[config.mk]
export PLATFORM = sky130hd
export DESIGN_NAME = score_bcd_writer
export DESIGN_NICKNAME = d
export VERILOG_FILES = /design/src/rtl/score_bcd_writer.sv
export SDC_FILE = /design/constraint.sdc
export NUM_CORES = 1
export LEC_CHECK = 0
export CORE_MARGIN = 2
export CORE_UTILIZATION = 36
export DETAILED_ROUTE_END_ITERATION = 10
export PLACE_DENSITY = 0.8
export SLEW_MARGIN = 20
export SYNTH_ARGS = -nofsm -noshare
export SYNTH_HDL_FRONTEND = slang
export SYNTH_SLANG_ARGS = --single-unit
[constraint.sdc]
create_clock -name clock -period 3 [get_ports clock]
set_input_delay 0.75 -clock clock [delete_from_list [all_inputs] [get_ports clock]]
set_output_delay 0.75 -clock clock [all_outputs]
set_load 0.01 [all_outputs]
[src/rtl/score_bcd_writer.sv]
// BCD point counter that mirrors its four digits into regfile entries, using idle write-port cycles.
// Build option: define SCORE_SATURATE_EN to hold the score at 9999 instead of wrapping to 0000.
module score_bcd_writer #(
  parameter int BASE_REG = 1,
  parameter int PEND_W   = 3
) (
  input  logic        clock,
  input  logic        ctrl_reset,
  input  logic        point_in,
  input  logic        cpu_we,
  input  logic [4:0]  cpu_writeReg,
  input  logic [31:0] cpu_data,
  output logic        ctrl_writeEnable,
  output logic [4:0]  ctrl_writeReg,
  output logic [31:0] data_writeReg,
  output logic [15:0] score_bcd,
  output logic        busy,
  output logic        overflow
);

  typedef enum logic [2:0] {
    S_IDLE = 3'd0,
    S_INC  = 3'd1,
    S_W0   = 3'd2,
    S_W1   = 3'd3,
    S_W2   = 3'd4,
    S_W3   = 3'd5
  } state_t;

  localparam logic [4:0]  BASE_IDX = 5'(BASE_REG);
  localparam logic [15:0] SCORE_MAX = 16'h9999;

  state_t              r_state;
  state_t              w_state_nxt;
  logic [15:0]         r_score;
  logic [15:0]         w_score_inc;
  logic [PEND_W-1:0]   r_pend;
  logic [PEND_W-1:0]   w_pend_nxt;
  logic                r_busy;
  logic                r_overflow;
  logic                w_take;
  logic                w_pend_inc;
  logic                w_digit_state;
  logic [1:0]          w_digit_idx;

  function automatic logic [15:0] bcd_inc(input logic [15:0] v);
    logic [15:0] res;
    logic        carry;
    res   = 16'h0000;
    carry = 1'b1;
    for (int k = 0; k < 4; k++) begin
      if (carry && (v[4*k +: 4] == 4'd9)) begin
        res[4*k +: 4] = 4'd0;
        carry         = 1'b1;
      end else if (carry) begin
        res[4*k +: 4] = v[4*k +: 4] + 4'd1;
        carry         = 1'b0;
      end else begin
        res[4*k +: 4] = v[4*k +: 4];
        carry         = 1'b0;
      end
    end
    return res;
  endfunction

`ifdef SCORE_SATURATE_EN
  assign w_score_inc = (r_score == SCORE_MAX) ? SCORE_MAX : bcd_inc(r_score);
`else
  assign w_score_inc = bcd_inc(r_score);
`endif

  // A pulse arriving while idle starts the sequence directly instead of parking in the counter.
  assign w_take     = (r_state == S_IDLE) && ((r_pend != '0) || point_in);
  assign w_pend_inc = point_in && (!(&r_pend) || w_take);

  // Pending-point counter next value
  always_comb begin
    w_pend_nxt = r_pend;
    case ({w_pend_inc, w_take})
      2'b10:   w_pend_nxt = r_pend + PEND_W'(1);
      2'b01:   w_pend_nxt = r_pend - PEND_W'(1);
      default: w_pend_nxt = r_pend;
    endcase
  end

  // FSM next-state: digit states only advance on cycles the processor leaves the port free
  always_comb begin
    w_state_nxt = r_state;
    case (r_state)
      S_IDLE:  w_state_nxt = w_take ? S_INC : S_IDLE;
      S_INC:   w_state_nxt = S_W0;
      S_W0:    w_state_nxt = cpu_we ? S_W0 : S_W1;
      S_W1:    w_state_nxt = cpu_we ? S_W1 : S_W2;
      S_W2:    w_state_nxt = cpu_we ? S_W2 : S_W3;
      S_W3:    w_state_nxt = cpu_we ? S_W3 : S_IDLE;
      default: w_state_nxt = S_IDLE;
    endcase
  end

  // Digit index for the current write state
  always_comb begin
    w_digit_state = 1'b1;
    w_digit_idx   = 2'd0;
    case (r_state)
      S_W0:    w_digit_idx = 2'd0;
      S_W1:    w_digit_idx = 2'd1;
      S_W2:    w_digit_idx = 2'd2;
      S_W3:    w_digit_idx = 2'd3;
      default: w_digit_state = 1'b0;
    endcase
  end

  // Write-port mux: processor first, then digit writes, never during reset
  always_comb begin
    ctrl_writeEnable = 1'b0;
    ctrl_writeReg    = cpu_writeReg;
    data_writeReg    = cpu_data;
    if (cpu_we) begin
      ctrl_writeEnable = 1'b1;
    end else if (w_digit_state && !ctrl_reset) begin
      ctrl_writeEnable = 1'b1;
      ctrl_writeReg    = BASE_IDX + {3'b000, w_digit_idx};
      data_writeReg    = {28'h0000000, r_score[4*w_digit_idx +: 4]};
    end else begin
      ctrl_writeEnable = 1'b0;
    end
  end

  // State, score, pending counter and status flags
  always_ff @(posedge clock) begin
    if (ctrl_reset) begin
      r_state    <= S_IDLE;
      r_score    <= 16'h0000;
      r_pend     <= '0;
      r_busy     <= 1'b0;
      r_overflow <= 1'b0;
    end else begin
      r_state    <= w_state_nxt;
      r_pend     <= w_pend_nxt;
      r_busy     <= (w_state_nxt != S_IDLE) || (w_pend_nxt != '0);
      r_overflow <= (w_state_nxt == S_INC) && (r_score == SCORE_MAX);
      if (r_state == S_INC) begin
        r_score <= w_score_inc;
      end else begin
        r_score <= r_score;
      end
    end
  end

  assign score_bcd = r_score;
  assign busy      = r_busy;
  assign overflow  = r_overflow;

endmodule

; ---- After elaboration in Yosys (flattened, before gate mapping)
; Cells that the tools add are included.
[classes]
bitwise = 0
n_mux = 25
addsub = 7
div = 0
mul = 0
n_lt_le_gt_ge = 0
reduce_logical = 24
eq_ne = 13
n_shift = 1
[op_table]
columns = cell, n
row1 = 32-bit 2-to-1 mux, 2
row2 = 4-bit 2-to-1 mux, 7
row3 = 3-bit case mux with 6 select lines, 1
row4 = "4-bit by 1-bit adder with 4-bit output, second input constant", 4
row5 = "16-bit == test, second input constant", 1
row6 = "4-bit == test, second input constant", 4
row7 = 16-bit by 5-bit variable part select with 4-bit output, 1
row8 = 5-bit 2-to-1 mux, 2
row9 = 1-bit 2-to-1 mux, 9
row10 = 3-bit nonzero test, 3
row11 = 1-bit logical AND, 7
row12 = "3-bit by 1-bit == test with 1-bit output, second input constant", 2
row13 = "3-bit by 2-bit == test with 1-bit output, second input constant", 2
row14 = "3-bit == test, second input constant", 2
row15 = 3-bit 2-to-1 mux, 2
row16 = 2-bit case mux with 3 select lines, 1
row17 = 3-bit case mux with 2 select lines, 1
row18 = 2-bit AND reduction, 3
row19 = 2-bit nonzero test, 3
row20 = 4-bit OR reduction, 1
row21 = "1-bit by 2-bit adder with 3-bit output, first input constant", 1
row22 = "3-bit by 1-bit adder with 3-bit output, second input constant", 1
row23 = 3-bit logical NOT, 1
row24 = 1-bit logical OR, 3
row25 = other kinds (5), 6
[word_totals]
ramBits = 0
input_bits = 41
out_inout_bits = 56
memories = 0
ff_bits = 24
latchBits = 0
elab_cells = 78
romBits = 0

; ---- Logic depth before layout (Yosys ltp)
[logic_depth]
depth_word = 9
depth_mapped = 9
ltp_nobuf = 7

; ---- Least setup slack after synthesis
; Ideal clock, no wire load.
[synth_path]
path_type = input port to flip-flop
start = input point_in
end = register r_busy, in the netlist busy
arrival_ns = 2.788
cell_stages = 8
slack_ns = 0.132
path_buffers = 1
setup_time_ns = 0.081
required_time_ns = 2.919
cell_sequence = clkbuf_1 -> nor4_1 -> or3_1 -> fa_1 -> or4_1 -> a32oi_1 -> o211ai_1 -> a41oi_1
[synth_via]
elab_chain_cells = 8
word_cells_on_any_way = 12
cone_classes = 2 x eq/ne / 3 x mux / 7 x reduce/logical
[synth_rtl]
columns = item, line_no
row1 = from (decl), 9  ; input logic point_in,
row2 = 1-bit logical OR, 73  ; assign w_take = (r_state == S_IDLE) && ((r_pend != '0) || point_in);
row3 = 1-bit logical AND, 73
row4 = 1-bit logical OR, 74  ; assign w_pend_inc = point_in && (!(&r_pend) || w_take);
row5 = 1-bit logical AND, 74
row6 = 2-bit by 1-bit == test with 1-bit output / 2-bit == test (equally long branches), 79  ; case ({w_pend_inc, w_take})
row7 = 3-bit case mux with 2 select lines, 79
row8 = 3-bit nonzero test, 140  ; r_busy <= (w_state_nxt != S_IDLE) || (w_pend_nxt != '0);
row9 = 1-bit logical OR *, 140
row10 = to (signal assigned), 140
row11 = to (decl), 39  ; logic r_busy;
; Every way passes the cells marked *; elsewhere a longest branch is shown, timed or not.
; A chain may end at the register's enable or synchronous reset.

; ---- Final worst setup path
[layout_path]
start = register r_state[1]
end = output data_writeReg[1]
[layout_via]
elab_chain_cells = 6
word_cells_on_any_way = 11
cone_classes = 4 x eq/ne / 1 x shift / 4 x mux / 2 x reduce/logical
[layout_rtl]
columns = item, line_no
row1 = from (decl), 33  ; state_t r_state;
row2 = from (signal assigned), 138  ; r_state <= w_state_nxt;
row3 = branches (longest 4 deep; another with 16-bit by 5-bit variable part select with 4-bit output), n/a
row4 = 32-bit 2-to-1 mux *, 120  ; end else if (w_digit_state && !ctrl_reset) begin
row5 = 32-bit 2-to-1 mux *, 118  ; if (cpu_we) begin
row6 = to (decl), 15  ; output logic [31:0] data_writeReg,
; Mark *: on every way between the ends.

==> flow_summary.toml <==
[place]
post-dp-hpwl_mm = 4.36
portBuffers = 96
pre_cts_ws_ps = -282
gp_congestion = 0.826
placed_area_sq_mm = 0.00291
place_inst = 383

[clock_network]
clockRootBuffer = "clkbuf_8"
hold_buffers = 0
clkTransAtPathRegs_ps = 80
clock-sinks = 24
cts_buffer_depth = 2
numCtsBuffers = 3
insertion_delay_ps = 270
htreeDepth = 1
cts_tree = "done"

[setup_path]
cp.required_ps = 2250
critPathCaptureType = "output port"
critPathKind = "flip-flop to output port"
crit_path_start_kind = "flip-flop"
crit_path_max_fanout = 5
ff2ff_setup_slack_ps = 170
critPathArrivalTime_ps = 2120

[global_routing]
grt_max_degree = 26
antenna_found_initial = 0
grt_pass1_vias = 1737
grt_usage_pct = 18.2
grt_pass1_wl_mm = 8.23
grt.overflow.total = 0

[sta]
slew_viol_final = 0
setup_viol = 0
fin_crit_sh_pct = 95.6
fin_ws_ps = 131
max_freq_mhz = 349
relSlewSlack_pct = 71.0
worst_pin_slew_ps = 435
rsz0062_at_grt = "no"
hold_viol = 0
skew_ps = 5.06
fin_crit_ps = 2870

[cells_and_area]
finalInstanceArea_sq_mm = 0.00300
diodes = 0
final_nets = 369
layoutNonFillerInstCount = 388
syn_to_final_growth_pct = 62.1
final_layout_size_suffix_gt1_share_pct = 11.6

[power]
p_switching_uw = 380
power_frac_seq_pct = 34.8
sw_frac_of_total_pct = 34.6
p_total_uw = 1100
leakage_uw = 0.00126
share_comb_of_total_power_pct = 47.7
powerDensity_mw_per_mm2 = 366
power_frac_clock_pct = 17.6
peakVddDrop_mv = 0.175
intPower_uw = 718

[synthesis]
synth_edf_count = 0
post-synth-top-count-cell = "nor2b_1"
ys_ff_latch = 24
ys.flop_type = "dfxtp_1"
synth_area_leaders = "dfxtp_1 (26%), nor2b_1 (12%), ha_1 (4.7%)"
synth-async-reset-ratio_pct = 0
ys_types = 50
yosys.area.top_type_share_pct = 26.0
synth_area_leader_cell = "dfxtp_1"
syn-cell-area_sq_mm = 0.00185
synth.net_count = 271
ys_seq_area_share_pct = 26.0
syn_avg_cell_area_sq_um = 8.33
synthTopCellsByCount = "nor2b_1 (34), dfxtp_1 (24), a21oi_1 (14), clkbuf_1 (12), nor2_1 (12)"
ys_warn_count = 0
syn_inst = 222

[job]
maxCapViolCount = 0

[floorplanning]
initial_core_util_pct = 36.7
die_h_microns = 75.7
fp.dieW_microns = 75.7
num_rows = 26
ios = 97
dieArea_sq_mm = 0.00573
core_sq_mm = 0.00504

[routing]
drtAntennaViolNets = 0
dr.pass1.iters = 4
vias = 1954
routedWlPerCell_microns = 14.7
drc = 0
drtIter0Drc = 48
via_per_inst = 5.04
wirelength_mm = 5.70

[worst_hold_path]
min_path_type = "flip-flop to flip-flop"

[outcome]
status = "complete, no violations"
[timing repair]
action	in CTS	in global routing
setup buffers	1	0
resized for setup	23	10
setup endpoints to repair	38	25
gates cloned	0	1
pin swaps	0	3
hold endpoints to repair	0	0
[power by group through the flow]
| stage | logic, uW | clock network (uW) | registers (uW) |
|---|---|---|---|
| floorplan | 303 | 0 | 372 |
| global placement | 514 | 0 | 384 |
| detailed placement | 528 | 0 | 384 |
| CTS | 518 | 196 | 378 |
| global route | 577 | 207 | 387 |
| finish | 524 | 193 | 382 |
[layer usage]
layer	up-vias	track usage, %	routed length, microns
met1	885	22.8	2320
met4	0	6.24	77
met2	80	31.8	2760
met5	-	0	0
met3	7	2.91	538
li1	982	-	-
[state kept, by name, summed over array words and instances, names as in the netlist]
| register | flops |
|---|---|
| score_bcd | 16 |
| r_state | 3 |
| r_pend | 3 |
| overflow | 1 |
| busy | 1 |
[final cells by class]
| cell class | count | area, sq um |
|---|---|---|
| clock buffers | 3 | 41.3 |
| multi-input cells | 170 | 1270 |
| inverters | 10 | 37.5 |
| well taps | 70 | 87.6 |
| repair buffers | 111 | 1080 |
| flip-flops and latches | 24 | 480 |
| fillers | 449 | 2040 |
[per-stage QoR]
step / TNS [ps] / utilization (%) / hold slack, ps
global placement: -3880 / 57.8 / 503
finish: 0 / 59.5 / 545
global route: 0 / 59.5 / 579
detailed placement: -3970 / 57.8 / 537
floorplan: 0 / - / 509
CTS: -397 / 58.6 / 548
[worst paths after layout]
path / startpoint / end / cells after the start
worst max-delay path: r_state[1]$_SDFF_PP0_ / data_writeReg[1] / 5
worst min-delay path: score_bcd[10]$_SDFFE_PP0P_ / score_bcd[10]$_SDFFE_PP0P_ / 2
worst max register to register: r_state[1]$_SDFF_PP0_ / busy$_SDFF_PP0_ / 8
worst min register to register: score_bcd[10]$_SDFFE_PP0P_ / score_bcd[10]$_SDFFE_PP0P_ / 2
[cells in the final DEF, fill, tap and decap left out, drive strengths merged, types with 6 or more instances in the layout]
| cell | n |
|---|---|
| clkdlybuf4s50 | 71 |
| nor2b | 34 |
| dfxtp | 24 |
| dlygate4sd2 | 16 |
| buf | 15 |
| a21oi | 14 |
| nor2 | 12 |
| nand2 | 12 |
| inv | 10 |
| nor3 | 8 |
| or3 | 8 |
| ha | 7 |
| dlymetal6s2s | 7 |
| xor2 | 6 |
| mux2 | 6 |
| o21ai | 6 |
[worst max-delay path: stages, from the launching register on]
cell	delay, ps
dfxtp_1	320
xor2_1	180
nand2_2	160
mux4_1	620
mux2_2	280
dlygate4sd2_1	280
[kinds of logic after synthesis]
kind of cell,Yosys count,share of synthesized area (%)
fa+ha+maj,8,5.82
xor+xnor,9,4.26
compound gates,35,11.9
simple gates,107,35.9
flops,24,26.0
mux,11,9.47
buf+inv,28,6.70
Power figures use the tool's default switching activity.
